## config.mk

```make
export PLATFORM = sky130hd
export DESIGN_NAME = mem_copy_engine
export DESIGN_NICKNAME = d
export VERILOG_FILES = /design/src/rtl/mem_copy_engine.sv
export SDC_FILE = /design/constraint.sdc
export NUM_CORES = 1
export LEC_CHECK = 0
export BUFFER_PORTS_ARGS = -buffer_cell sky130_fd_sc_hd__buf_4
export CAP_MARGIN = 10
export CORE_MARGIN = 2
export CORE_UTILIZATION = 40
export CTS_BUF_LIST = sky130_fd_sc_hd__clkbuf_4 sky130_fd_sc_hd__clkbuf_8
export CTS_CLUSTER_DIAMETER = 80
export DETAILED_ROUTE_END_ITERATION = 10
export HOLD_SLACK_MARGIN = 0.08
export PLACE_DENSITY = 0.63
export SYNTH_ARGS = -nofsm -noshare
export SYNTH_HDL_FRONTEND = slang
export SYNTH_SLANG_ARGS = --single-unit
```

## constraint.sdc

```tcl
create_clock -name clock -period 2.6 [get_ports clock]
set_clock_uncertainty 0.2 [all_clocks]
set_input_delay 0.39 -clock clock [delete_from_list [all_inputs] [get_ports clock]]
set_output_delay 0.39 -clock clock [all_outputs]
set_load 0.02 [all_outputs]
```

## src/rtl/mem_copy_engine.sv

```systemverilog
// ============================================================================
// Module   : mem_copy_engine
// Purpose  : Byte-by-byte block copy master for a single-port 256x8 RAM.
// Revision : 1.0 - initial release
// ============================================================================
`default_nettype none

module mem_copy_engine #(
  parameter int ADDR_WIDTH = 8,
  parameter int DATA_WIDTH = 8
) (
  input  logic                  clock,
  input  logic                  reset,
  input  logic                  start,
  input  logic [ADDR_WIDTH-1:0] src_addr,
  input  logic [ADDR_WIDTH-1:0] dst_addr,
  input  logic [ADDR_WIDTH-1:0] length,
  input  logic [DATA_WIDTH-1:0] mem_o,
  output logic [ADDR_WIDTH-1:0] mem_address,
  output logic [DATA_WIDTH-1:0] mem_data,
  output logic                  mem_wr,
  output logic                  mem_cs,
  output logic                  busy,
  output logic                  done,
  output logic [ADDR_WIDTH-1:0] bytes_left
);

  typedef enum logic [1:0] {
    S_IDLE  = 2'd0,
    S_READ  = 2'd1,
    S_WRITE = 2'd2,
    S_DONE  = 2'd3
  } state_t;

  localparam logic [ADDR_WIDTH-1:0] C_ONE  = ADDR_WIDTH'(1);
  localparam logic [ADDR_WIDTH-1:0] C_ZERO = '0;

  state_t                state_q;
  logic [ADDR_WIDTH-1:0] src_ptr_q;
  logic [ADDR_WIDTH-1:0] dst_ptr_q;
  logic [ADDR_WIDTH-1:0] bytes_left_q;
  logic [ADDR_WIDTH-1:0] mem_address_q;
  logic [DATA_WIDTH-1:0] data_q;
  logic                  mem_wr_q;
  logic                  mem_cs_q;
  logic                  busy_q;
  logic                  done_q;

  logic [ADDR_WIDTH-1:0] src_ptr_d;
  logic [ADDR_WIDTH-1:0] dst_ptr_d;
  logic [ADDR_WIDTH-1:0] bytes_left_d;

  // Pointers wrap naturally modulo 2^ADDR_WIDTH.
  assign src_ptr_d    = src_ptr_q + C_ONE;
  assign dst_ptr_d    = dst_ptr_q + C_ONE;
  assign bytes_left_d = bytes_left_q - C_ONE;

  // Every output is loaded on the edge that enters the state it belongs to,
  // so the RAM pins are pure register outputs.
  always_ff @(posedge clock or posedge reset) begin
    if (reset) begin
      state_q       <= S_IDLE;
      src_ptr_q     <= '0;
      dst_ptr_q     <= '0;
      bytes_left_q  <= '0;
      mem_address_q <= '0;
      data_q        <= '0;
      mem_wr_q      <= 1'b0;
      mem_cs_q      <= 1'b1;
      busy_q        <= 1'b0;
      done_q        <= 1'b0;
    end else begin
      unique case (state_q)
        S_IDLE: begin
          done_q <= 1'b0;
          if (start) begin
            bytes_left_q <= length;
            if (length != C_ZERO) begin
              state_q       <= S_READ;
              src_ptr_q     <= src_addr;
              dst_ptr_q     <= dst_addr;
              mem_address_q <= src_addr;
              mem_cs_q      <= 1'b0;
              mem_wr_q      <= 1'b0;
              busy_q        <= 1'b1;
            end else begin
              state_q <= S_DONE;
              done_q  <= 1'b1;
            end
          end
        end
        S_READ: begin
          state_q       <= S_WRITE;
          data_q        <= mem_o;
          src_ptr_q     <= src_ptr_d;
          mem_address_q <= dst_ptr_q;
          mem_wr_q      <= 1'b1;
        end
        S_WRITE: begin
          dst_ptr_q    <= dst_ptr_d;
          bytes_left_q <= bytes_left_d;
          mem_wr_q     <= 1'b0;
          if (bytes_left_q == C_ONE) begin
            state_q  <= S_DONE;
            mem_cs_q <= 1'b1;
            busy_q   <= 1'b0;
            done_q   <= 1'b1;
          end else begin
            state_q       <= S_READ;
            mem_address_q <= src_ptr_q;
          end
        end
        S_DONE: begin
          state_q <= S_IDLE;
          done_q  <= 1'b0;
        end
        default: begin
          state_q  <= S_IDLE;
          mem_cs_q <= 1'b1;
          mem_wr_q <= 1'b0;
          busy_q   <= 1'b0;
          done_q   <= 1'b0;
        end
      endcase
    end
  end

  assign mem_address = mem_address_q;
  assign mem_data    = data_q;
  assign mem_wr      = mem_wr_q;
  assign mem_cs      = mem_cs_q;
  assign busy        = busy_q;
  assign done        = done_q;
  assign bytes_left  = bytes_left_q;

endmodule

`default_nettype wire

```

Word-level counts from Yosys, hierarchy flattened:

Index checks and enable logic that the tools add are counted.

* input bits: 35
* output and inout bits: 28
* word-level logic and storage cells: 60
* memory bits (writable): 0
* latch bits: 0
* bits in read-only memories: 0
* flip-flop bits (word level): 46
* memories kept: 0

* equal/unequal tests: 8
* mux-type cells: 26
* order comparisons: 0
* shift-type cells: 0
* reductions and logical operators: 13
* bitwise operators: 0
* add/sub/neg operators: 3
* $mul: 0
* div/mod/pow operators: 0

Operators by type and width (number)
* 8-bit two-way mux: 6
* 8-bit one-hot mux with 2 select lines: 3
* 8-bit one-hot mux with 3 select lines: 1
* 8-bit by 1-bit adder with 8-bit output, second input constant: 2
* 3-bit AND reduction: 3
* 8-bit by 1-bit == test with 1-bit output, second input constant: 1
* 1-bit two-way mux: 8
* 2-bit inequality test, second input constant: 4
* 2-bit one-hot mux with 4 select lines: 1
* 4-bit AND reduction: 2
* 8-bit nonzero test: 1
* 8-bit by 1-bit subtractor with 8-bit output, second input constant: 1
* 2-bit two-way mux: 3
* 1-bit one-hot mux with 3 select lines: 2
* 3-bit nonzero test: 2
* 2-bit == test, second input constant: 2
* 1-bit one-hot mux with 2 select lines: 2
* 2-bit AND reduction: 2
* 2-bit nonzero test: 2
* 2-bit by 1-bit == test with 1-bit output, second input constant: 1
* 2-bit zero test: 1

Logic depth before layout (Yosys ltp):

Gate-level depths: netlist of run 1.

* depth after elaboration: 4
* gate-level depth with buffers: 8
* gate-level depth less buffers: 7

Worst setup path after synthesis of run 1:

Ideal clock, no wire load.

* path type: register to register
* start point: register state_q[1]
* end point: register src_ptr_q[2]
* period minus slack after synthesis: 2.112 ns
* buffers on the path: 1
* data required time: 2.261 ns
* stages on the path, launching flop included: 9
* setup slack: 0.488 ns
* arrival: 1.773 ns
* library setup time: 0.139 ns
* cells stage by stage: dfrtp_1 inv_1 ha_1 buf_2 nand2_1 a21oi_2 mux2_1 o22ai_1 a21oi_1

* cells in the longest elaborated chain, start to end: 3
* elaborated cells on any way between the ends: 7
* those cells by class: eq/ne: 3; mux: 1; reduce/logical: 3

RTL lines
* start, declared: RTL line 38 `state_t state_q;`
* start signal, assigned: RTL line 62 `state_q <= S_IDLE;`
* start signal, assigned: RTL line 79 `state_q <= S_READ;`
* start signal, assigned: RTL line 87 `state_q <= S_DONE;`
* 2-bit by 1-bit == test with 1-bit output / 2-bit zero test (equally long branches): RTL line 73 `unique case (state_q)`
* 2-bit nonzero test (no line) / 2-bit inequality test (equally long branches)
* 3-bit AND reduction (no line)
* end signal, assigned: RTL line 80 `src_ptr_q <= src_addr;`
* end signal, assigned: RTL line 95 `src_ptr_q <= src_ptr_d;`
* end, declared: RTL line 39 `logic [ADDR_WIDTH-1:0] src_ptr_q;`

Parallel ways exist; a longest one is shown, timed or not.
A chain may end at the register's enable or synchronous reset.

Worst setup path after layout of run 1:

* start point: register state_q[1]
* end point: register mem_address_q[4], in the netlist mem_address[4]

* cells in the longest elaborated chain, start to end: 3
* elaborated cells on any way between the ends: 9
* those cells by class: eq/ne: 5; mux: 1; reduce/logical: 3

RTL lines
* 2-bit == test, or another cell as far along: RTL line 73
* 2-bit inequality test (no line) / 3-bit nonzero test (equally long branches)
* 4-bit AND reduction (no line)
* end signal, assigned: RTL line 82 `mem_address_q <= src_addr;`
* end signal, assigned: RTL line 96 `mem_address_q <= dst_ptr_q;`
* end signal, assigned: RTL line 110 `mem_address_q <= src_ptr_q;`
* end, declared: RTL line 42 `logic [ADDR_WIDTH-1:0] mem_address_q;`

Parallel ways exist; a longest one is shown, timed or not.

==> run_results.csv, run 1 <==
group,metric,value,unit
timing,relSlewSlack,63.7,%
global_routing,grt-ovfl-total,0,
clock_tree,cts_buffer_depth,2,
setup_path,reg2reg_from,"state_q[1]",
global_routing,track_usage,18.8,%
power,power.share.combinational,57.6,%
synthesis,yosysTopAreaCellShare,41.1,%
synthesis,synth_area,2740,um2
global_routing,grt_pass1_vias,2220,
power,p_switching,0.00204,W
floorplan,dieHeight,86.8,um
clock_tree,cts_buffers,5,
timing,rsz0062_at_grt,"no",
clock_tree,clkLatencyLatePin,0.30,ns
floorplan,dieWidth,86.8,um
setup_path,critPathTopFamily,"buffers and inverters",
run,cap_violations,0,
synthesis,synth_ff_type,"dfrtp_1",
floorplan,rows,30,
setup_path,critPathMostFrequentCell,"inv_1",
floorplan,core,6720,um2
placement,io_buffers,62,
power,leakagePower,1.52,nW
finish,drive_gt1_share,31.7,%
synthesis,synth.most_common_cell,"dfrtp_1",
power,ir_worst_vdd,0.571,mV
synthesis,synthArstFlopShare,100,%
power,pwr-share-seq,30.7,%
detailed_routing,vias_per_cell,5.54,
floorplan,io_pins,63,
timing,worst_pin_slew,0.540,ns
detailed_routing,final_antenna_net_count,0,
run_status,status,"completed",
placement,dp_hpwl,5010,um
timing,tns,0,ns
timing,min_period,2.25,ns
setup_path,worstSetupPathType,"flop to flop",
detailed_routing,routed_wl,6720,um
synthesis,yosys_register_bits,46,
setup_path,crit_path_max_fanout,8,
setup_path,r2r_cells,7,
timing,period_share,86.4,%
setup_path,rrSetupSlack,0.35,ns
finish,area_growth_syn_to_layout,26.6,%
setup_path,cp.buffers_inverters,3,
timing,hold_ws,0.121,ns
timing,hold_viol,0,
worst_hold_path,hold_path_depth,2,
global_routing,antenna_found_initial,0,
power,switching_share,43.4,%
power,internal_power,0.00266,W
detailed_routing,dr.pass1.iters,4,
worst_hold_path,min_to,"mem_data[1]",
timing,max_freq,445,MHz
clock_tree,clk_pin_slew,0.09,ns
synthesis,synth_top_cell_by_area,"dfrtp_1",
synthesis,yosys_warnings,0,
detailed_routing,drt_iter0_drc,186,
detailed_routing,wl_per_cell,15.5,um
finish,antenna_cells,0,
floorplan,die_area,7530,um2
detailed_routing,vias,2399,
power,powerDensity,1350,nW/um2
setup_path,path_cells,"inv_1 -> ha_1 -> inv_1 -> a21oi_4 -> nor3_4 -> buf_4 -> mux2_4",
synthesis,synthTopCellsByArea,"dfrtp_1 (41%), a21oi_1 (6.4%), ha_1 (4.6%), mux2_4 (4.4%), mux2_2 (4.1%)",
setup_path,crit_slowest_cell,"dfrtp_1",
placement,gp_congestion,0.825,
synthesis,syn-num-nets,331,
power,clock_power_share,11.6,%
worst_hold_path,hold_class,"input pin to flop",
setup_path,cp.required,2.60,ns
global_routing,grt_pass1_wl,11200,um
synthesis,syn_area_per_cell,9.58,um2
synthesis,ys_seq_area_share,42.1,%
timing,setup_viol,0,
setup_path,worst-endpoint-arrival,2.25,ns
setup_path,start_kind,"flop",
clock_tree,clock_sinks,46,
synthesis,synth_cells,286,
timing,finalMaxSlewViolations,0,
clock_tree,cts-root-buf,"clkbuf_8",
setup_path,regToRegEndpoint,"mem_address[4]",
clock_tree,htree_levels,2,
detailed_routing,drc,0,
clock_tree,cts_tree,"built",
finish,num-fill-cells,642,
worst_hold_path,worstHoldStart,"mem_o[1]",
setup_path,endpoint_kind,"flop",
synthesis,synth_edf_count,0,
setup_path,critPathMaxStageDelay,0.42,ns
global_routing,grt_max_degree,48,
floorplan,start_util,40.8,%
clock_tree,cts_setup_buffers,0,
synthesis,synth.distinct_cells,53,
synthesis,synthTopCellsByCount,"dfrtp_1 (45), a21oi_1 (35), nor2_1 (25)",
finish,nets,397,
-- stage by stage --
stage / power [W] / setup slack, ns / util (%) / cells / cell area [um2]
5_1_grt: 0.00507 / 0.202 / 51.6 / 433 / 3470
6_report: 0.00469 / 0.353 / 51.6 / 433 / 3470
3_5_place_dp: 0.00417 / 0.354 / 49.8 / 424 / 3350
3_3_place_gp: 0.00412 / 0.398 / 49.8 / 424 / 3350
2_1_floorplan: 0.00328 / 0.488 / - / 286 / 2740
4_1_cts: 0.00473 / 0.353 / 51.6 / 433 / 3470
-- worst max path at each step --
stage               startpoint        endpoint  depth (start not counted)
floorplan           state_q[1]    src_ptr_q[2]                          8
global route        state_q[0]    dst_ptr_q[4]                          7
finish              state_q[1]  mem_address[4]                          7
detailed placement  state_q[1]  mem_address[4]                          7
global placement    state_q[1]  mem_address[2]                          7
CTS                 state_q[1]  mem_address[4]                          7
-- per-layer routing --
metal	vias up	wire, um	GRT usage, %
li1	1179	-	-
met1	1142	3090	26.4
met2	67	3190	29.0
met3	11	311	3.90
met4	0	132	6.25
met5	-	0	0
-- logic make-up (layout without fill, tap and decap cells) --
kind of cell    count (synthesis)  after routing  synth area share, %
buf+inv                        24             91                 3.42
mux                            27             27                 11.8
fa+ha+maj                      10             10                 4.57
simple gates                   80             80                 15.3
compound gates                 99             99                 22.8
flops                          46             46                 42.1
-- power by group through the flow --
stage               clock, W  sequential (W)  combinational, W
finish              0.000547         0.00144           0.00270
global route        0.000595         0.00150           0.00298
CTS                 0.000567         0.00144           0.00272
detailed placement         0         0.00145           0.00272
global placement           0         0.00144           0.00268
floorplan                  0         0.00158           0.00170
-- cell usage in the layout (no fill, tap or decap), drive strengths merged, types with 5 or more instances in the layout --
| master | synthesis | layout |
|---|---|---|
| buf | 5 | 71 |
| dfrtp | 45 | 45 |
| a21oi | 38 | 38 |
| nor2 | 25 | 25 |
| nand2 | 25 | 25 |
| o21ai | 22 | 22 |
| mux2 | 19 | 19 |
| ha | 10 | 10 |
| inv | 10 | 10 |
| a22oi | 9 | 9 |
| mux2i | 8 | 8 |
| nand3 | 8 | 8 |
| a31oi | 7 | 7 |
| clkbuf | 8 | 6 |
| nor3 | 5 | 5 |
-- layout make-up --
| type | instances | area (um2) | share of cell area, % |
|---|---|---|---|
| Clock inverter | 2 | 37.5 | 1.08 |
| Clock buffer | 6 | 76.3 | 2.20 |
| Inverter | 11 | 41.3 | 1.19 |
| Multi-Input combinational cell | 216 | 1490 | 43.1 |
| Sequential cell | 46 | 1150 | 33.2 |
| Timing Repair Buffer | 72 | 568 | 16.4 |
| Tap cell | 80 | 100 | 2.88 |
-- state kept, by name, summed over array words and instances, names as in the netlist --
name and count:
mem_data 8, state_q 2, bytes_left 8, mem_address 8, mem_cs 1, src_ptr_q 8
mem_wr 1, busy 1, done 1, dst_ptr_q 8
-- worst register-to-register path, cell delays in order (launching register included) --
cell and delay [ns]:
dfrtp_1 0.42, inv_1 0.16, ha_1 0.34, inv_1 0.23, a21oi_4 0.24, nor3_4 0.07, buf_4 0.19, mux2_4 0.31
-- what timing repair did --
action,CTS,global route
gates resized for setup,0,0
hold buffers,1,0
endpoints found under the hold margin,45,0
Power figures use the tool's default switching activity.
==> inputs of run 2 (changes only) <==
- CAP_MARGIN: 10 -> unset
- clock period: 2.6 -> 2.51 ns (I/O delays scaled with it)
==> run 2 against run 1 <==
Sequential power is 3% higher. Via count shrank 0.17%. Final cell count rose by 0.46%. Worst setup slack worse by 0.087 ns. Flip-flop and latch count unchanged. First-iteration DRC count decreased by 36%. Critical path depth unchanged. Hold slack got worse by 0.018 ns. Register-to-register slack worse by 0.09 ns. Clock power increased by 4.0%. Utilization about the same. Sequential share of layout area about the same.
==> run_results.csv, run 2 (synthesis gave the netlist of run 1 again) <==
group,metric,value,unit
finish,nets,399,
clock_tree,hold_buffers,1,
setup_path,worstSetupPathType,"flop to flop",
floorplan,start_util,40.8,%
setup_path,start_kind,"flop",
floorplan,die_area,7530,um2
finish,area_growth_syn_to_layout,26.7,%
global_routing,grt_pass1_wl,11100,um
clock_tree,cts_resized,0,
global_routing,grt_max_degree,27,
detailed_routing,drt_iter0_drc,119,
clock_tree,clk_pin_slew,0.09,ns
setup_path,critPathMaxStageDelay,0.42,ns
clock_tree,clkLatencyLatePin,0.31,ns
run,cap_violations,0,
detailed_routing,drc,0,
detailed_routing,vias,2395,
placement,dp_hpwl,5070,um
worst_hold_path,min_to,"mem_data[4]",
timing,tns,0,ns
detailed_routing,vias_per_cell,5.51,
setup_path,critPathMostFrequentCell,"inv_1",
worst_hold_path,worstHoldStart,"mem_o[4]",
timing,hold_viol,0,
setup_path,crit_slowest_cell,"dfrtp_1",
clock_tree,htree_levels,2,
floorplan,dieHeight,86.8,um
finish,layout_commonest_cell,"buf_4",
floorplan,core,6720,um2
setup_path,crit_start,"state_q[1]",
setup_path,cp.required,2.51,ns
power,leakagePower,1.53,nW
clock_tree,cts_setup_buffers,0,
worst_hold_path,hold_class,"input pin to flop",
finish,num-fill-cells,626,
floorplan,dieWidth,86.8,um
global_routing,grt_pass1_vias,2223,
setup_path,reg2reg_from,"state_q[1]",
worst_hold_path,hold_path_depth,2,
floorplan,io_pins,63,
detailed_routing,routed_wl,6690,um
power,powerDensity,1400,nW/um2
setup_path,rrSetupSlack,0.27,ns
clock_tree,cts_buffer_depth,2,
power,ir_worst_vdd,0.611,mV
clock_tree,cts_tree,"built",
setup_path,regToRegEndpoint,"mem_address[5]",
finish,drive_gt1_share,32.1,%
timing,max_freq,446,MHz
clock_tree,clock_sinks,46,
timing,period_share,89.4,%
timing,finalMaxSlewViolations,0,
clock_tree,cts-root-buf,"clkbuf_8",
global_routing,track_usage,18.8,%
setup_path,worst-endpoint-arrival,2.24,ns
detailed_routing,final_antenna_net_count,0,
setup_path,endpoint_kind,"flop",
finish,final_cell_mix,"buf_4 (72), dfrtp_1 (45), a21oi_1 (35), nor2_1 (25), nand2_1 (24)",
setup_path,path_cells,"inv_1 -> ha_1 -> inv_1 -> a21oi_4 -> nor3_4 -> buf_4 -> mux2_4",
timing,worst_pin_slew,0.549,ns
placement,io_buffers,62,
timing,min_period,2.24,ns
finish,antenna_cells,0,
global_routing,grt-ovfl-total,0,
floorplan,rows,30,
global_routing,met1_usage,26.7,%
timing,rsz0062_at_grt,"no",
placement,gp_congestion,0.855,
timing,fin_ws,0.267,ns
run_status,status,"completed",
placement,place_ws,0.268,ns
detailed_routing,wl_per_cell,15.4,um
setup_path,crit_path_max_fanout,8,
global_routing,antenna_found_initial,0,
detailed_routing,dr.pass1.iters,4,
timing,setup_viol,0,
timing,relSlewSlack,63.1,%
clock_tree,cts_buffers,5,
global_routing,grt_util_met3,3.71,%
setup_path,r2r_cells,7,
global_routing,busiest_layer,"met2",
global_routing,grtUsageMet2,29.5,%
==> run 2: changes by cell type in the layout (fill, tap and decap cells not counted) <==
cell | previous run | this run
buf_12 | 2 | 1
buf_4 | 69 | 72
==> run 2: critical path, delay by kind of cell (launching register included) <==
kind,cells,cell delay (ns)
flip-flops,1,0.42
AND/OR/NAND/NOR,1,0.06
multiplexers,1,0.31
adder cells (fa/ha/maj),1,0.33
AO/OA/AOI/OAI,1,0.24
buffers and inverters,3,0.58
==> run 2: area by class of cell <==
class | instances | area [um2] | area share (%)
clock buffers | 6 | 76.3 | 2.20
clock inverters | 2 | 37.5 | 1.08
inverters | 11 | 41.3 | 1.19
multi-input cells | 216 | 1490 | 43.0
flip-flops and latches | 46 | 1150 | 33.2
well taps | 80 | 100 | 2.88
repair buffers | 74 | 571 | 16.4
==> run 2: where the power goes <==
part | leakage [nW] | switching, W | total, W | internal (W)
sequential | 0.531 | 0.000373 | 0.00149 | 0.00111
clock | 0.0548 | 0.000260 | 0.000569 | 0.000308
combinational | 0.940 | 0.00146 | 0.00279 | 0.00132
total | 1.53 | 0.00210 | 0.00484 | 0.00275
==> run 2: worst max path at each step <==
stage                           endpoint  slack, ns  cells past startpoint
after global placement      dst_ptr_q[7]       0.31                      7
after CTS                   dst_ptr_q[0]       0.25                      7
after detailed placement    dst_ptr_q[0]       0.27                      7
after floorplan             src_ptr_q[2]       0.40                      8
after global routing        dst_ptr_q[7]       0.06                      7
final                     mem_address[5]       0.27                      7
==> run 2: per-layer routing <==
metal  vias up  part of all wire, %
li1       1190                    -
met1      1136                   47
met2        62                   47
met3         7                  4.6
met4         0                  1.1
met5         -                    0
==> run 2: through the flow <==
step                area [um2]  cells  power [W]  hold slack (ns)  utilization, %
finish                    3470    435    0.00484            0.104            51.7
floorplan                 2740    286    0.00340            0.297               -
global placement          3350    426    0.00426            0.229            49.8
CTS                       3470    435    0.00487           0.0957            51.7
detailed placement        3350    426    0.00430            0.229            49.8
global route              3470    435    0.00525           0.0948            51.7
==> inputs of run 3 (changes only) <==
- BUFFER_PORTS_ARGS: -buffer_cell sky130_fd_sc_hd__buf_4 -> unset
- DONT_BUFFER_PORTS: unset -> 1
- PLACE_DENSITY: 0.63 -> 0.55
==> run 3 against run 2 <==
Routed wire length is 1.6% higher. Hold slack worse by 0.023 ns. Non-clock buffer count down 40. Sequential share of layout area increased by 3.3 points. Critical path depth stayed put. Flip-flop and latch count stayed put. Utilization down 4.6 points. Worst setup slack worse by 0.026 ns. Register-to-register slack worse by 0.03 ns. Combinational power is 16% lower. Final cell count shrank 9.4%. Power shrank 7.8%. Largest cell class unchanged. Highest routed layer unchanged.
==> run_results.csv, run 3 (synthesis gave the netlist of run 1 again) <==
group,metric,value,unit
global_routing,grt_max_degree,20,
timing,hold_ws,0.0809,ns
finish,final_cell_mix,"dfrtp_1 (45), a21oi_1 (35), nor2_1 (25), nand2_1 (24), o21ai_0 (19)",
detailed_routing,vias_per_cell,5.73,
global_routing,track_usage,18.7,%
finish,layout_commonest_cell,"dfrtp_1",
detailed_routing,wl_per_cell,17.2,um
worst_hold_path,hold_class,"input pin to flop",
placement,io_buffers,0,
finish,num-fill-cells,622,
floorplan,dieHeight,86.8,um
timing,relSlewSlack,61.6,%
timing,period_share,90.4,%
placement,gp_congestion,0.835,
run,cap_violations,0,
clock_tree,clock_sinks,46,
clock_tree,cts_buffers,5,
finish,area_growth_syn_to_layout,15.4,%
clock_tree,cts_buffer_depth,2,
floorplan,die_area,7530,um2
finish,regArea,1150,um2
detailed_routing,dr.pass1.iters,4,
power,leakagePower,1.31,nW
clock_tree,hold_buffers,16,
floorplan,dieWidth,86.8,um
detailed_routing,final_antenna_net_count,0,
finish,drive_gt1_share,18.5,%
clock_tree,cts-root-buf,"clkbuf_8",
global_routing,grt_pass1_wl,11200,um
clock_tree,htree_levels,2,
detailed_routing,vias,2259,
setup_path,endpoint_kind,"flop",
clock_tree,cts_tree,"built",
setup_path,worstSetupPathType,"flop to flop",
timing,max_freq,441,MHz
timing,finalMaxSlewViolations,0,
power,powerDensity,1410,nW/um2
detailed_routing,drt_iter0_drc,112,
global_routing,grt_pass1_vias,2237,
floorplan,io_pins,63,
clock_tree,cts_setup_buffers,0,
detailed_routing,routed_wl,6800,um
floorplan,core,6720,um2
setup_path,rrSetupSlack,0.24,ns
clock_tree,clk_pin_slew,0.09,ns
setup_path,start_kind,"flop",
global_routing,antenna_found_initial,0,
timing,hold_viol,0,
floorplan,rows,30,
timing,min_period,2.27,ns
timing,setup_viol,0,
floorplan,start_util,40.8,%
setup_path,worst-endpoint-arrival,2.25,ns
setup_path,cp.required,2.49,ns
run_status,status,"completed",
power,ir_worst_vdd,0.503,mV
finish,multiInputGateArea,1490,um2
global_routing,grt-ovfl-total,0,
clock_tree,clkLatencyLatePin,0.30,ns
detailed_routing,drc,0,
finish,antenna_cells,0,
placement,dp_hpwl,4990,um
timing,rsz0062_at_grt,"no",
timing,tns,0,ns
setup_path,crit_path_max_fanout,8,
timing,worst_pin_slew,0.571,ns
finish,nets,359,
clock_tree,cts_resized,0,
[run 3: changes by cell type in the layout (fill, tap and decap cells not counted), sizes merged]
cell / change
buf: -55
dlygate4sd3: +15
clkinv: +2
bufinv: -1
clkbuf: -1
clkinvlp: -1
[run 3: layout make-up]
type | instances | share of cell area, %
inverter | 11 | 1.31
sequential | 46 | 36.4
clock buffer | 5 | 2.18
clock inverter | 2 | 0.317
timing repair buffer | 34 | 9.34
tap | 80 | 3.17
multi-input combinational | 216 | 47.2
[run 3: path summary, 6_finish.rpt]
kind	end	cells past startpoint	startpoint
setup / recovery	mem_address[3]	7	state_q[1]
hold / removal	dst_ptr_q[1]	2	dst_addr[1]
setup reg to reg	mem_address[3]	7	state_q[1]
hold reg to reg	state_q[1]	1	state_q[1]
max in group asynchronous	mem_cs	3	reset
min in group asynchronous	mem_data[0]	2	reset
[run 3: per-stage QoR]
stage / instances / setup slack [ns] / utilization [%] / total power [W] / instance area (um2)
after floorplan: 286 / 0.398 / - / 0.00340 / 2740
after global placement: 371 / 0.288 / 43.5 / 0.00399 / 2920
after detailed placement: 371 / 0.256 / 43.5 / 0.00402 / 2920
after CTS: 394 / 0.237 / 47.1 / 0.00449 / 3160
after global routing: 394 / 0.0615 / 47.1 / 0.00485 / 3160
final: 394 / 0.240 / 47.1 / 0.00447 / 3160
[run 3: report_power, final]
| part | total (W) | switching [W] | internal (W) |
|---|---|---|---|
| clock network | 0.000441 | 0.000253 | 0.000188 |
| logic | 0.00234 | 0.00122 | 0.00111 |
| registers | 0.00169 | 0.000576 | 0.00111 |
[run 3: layer usage]
layer	up-vias	wire length, um	track usage [%]
met5	-	0	0
met4	0	72	4.97
met3	6	333	4.38
met2	69	3150	29.5
met1	1079	3240	26.0
li1	1105	-	-
[run 3: worst max-delay path, stage by stage, from the launching register on]
cell and delay [ns]:
dfrtp_1 0.42, inv_1 0.17, ha_1 0.33, inv_1 0.23
a21oi_4 0.25, nor3_4 0.06, buf_4 0.19, mux2_4 0.30
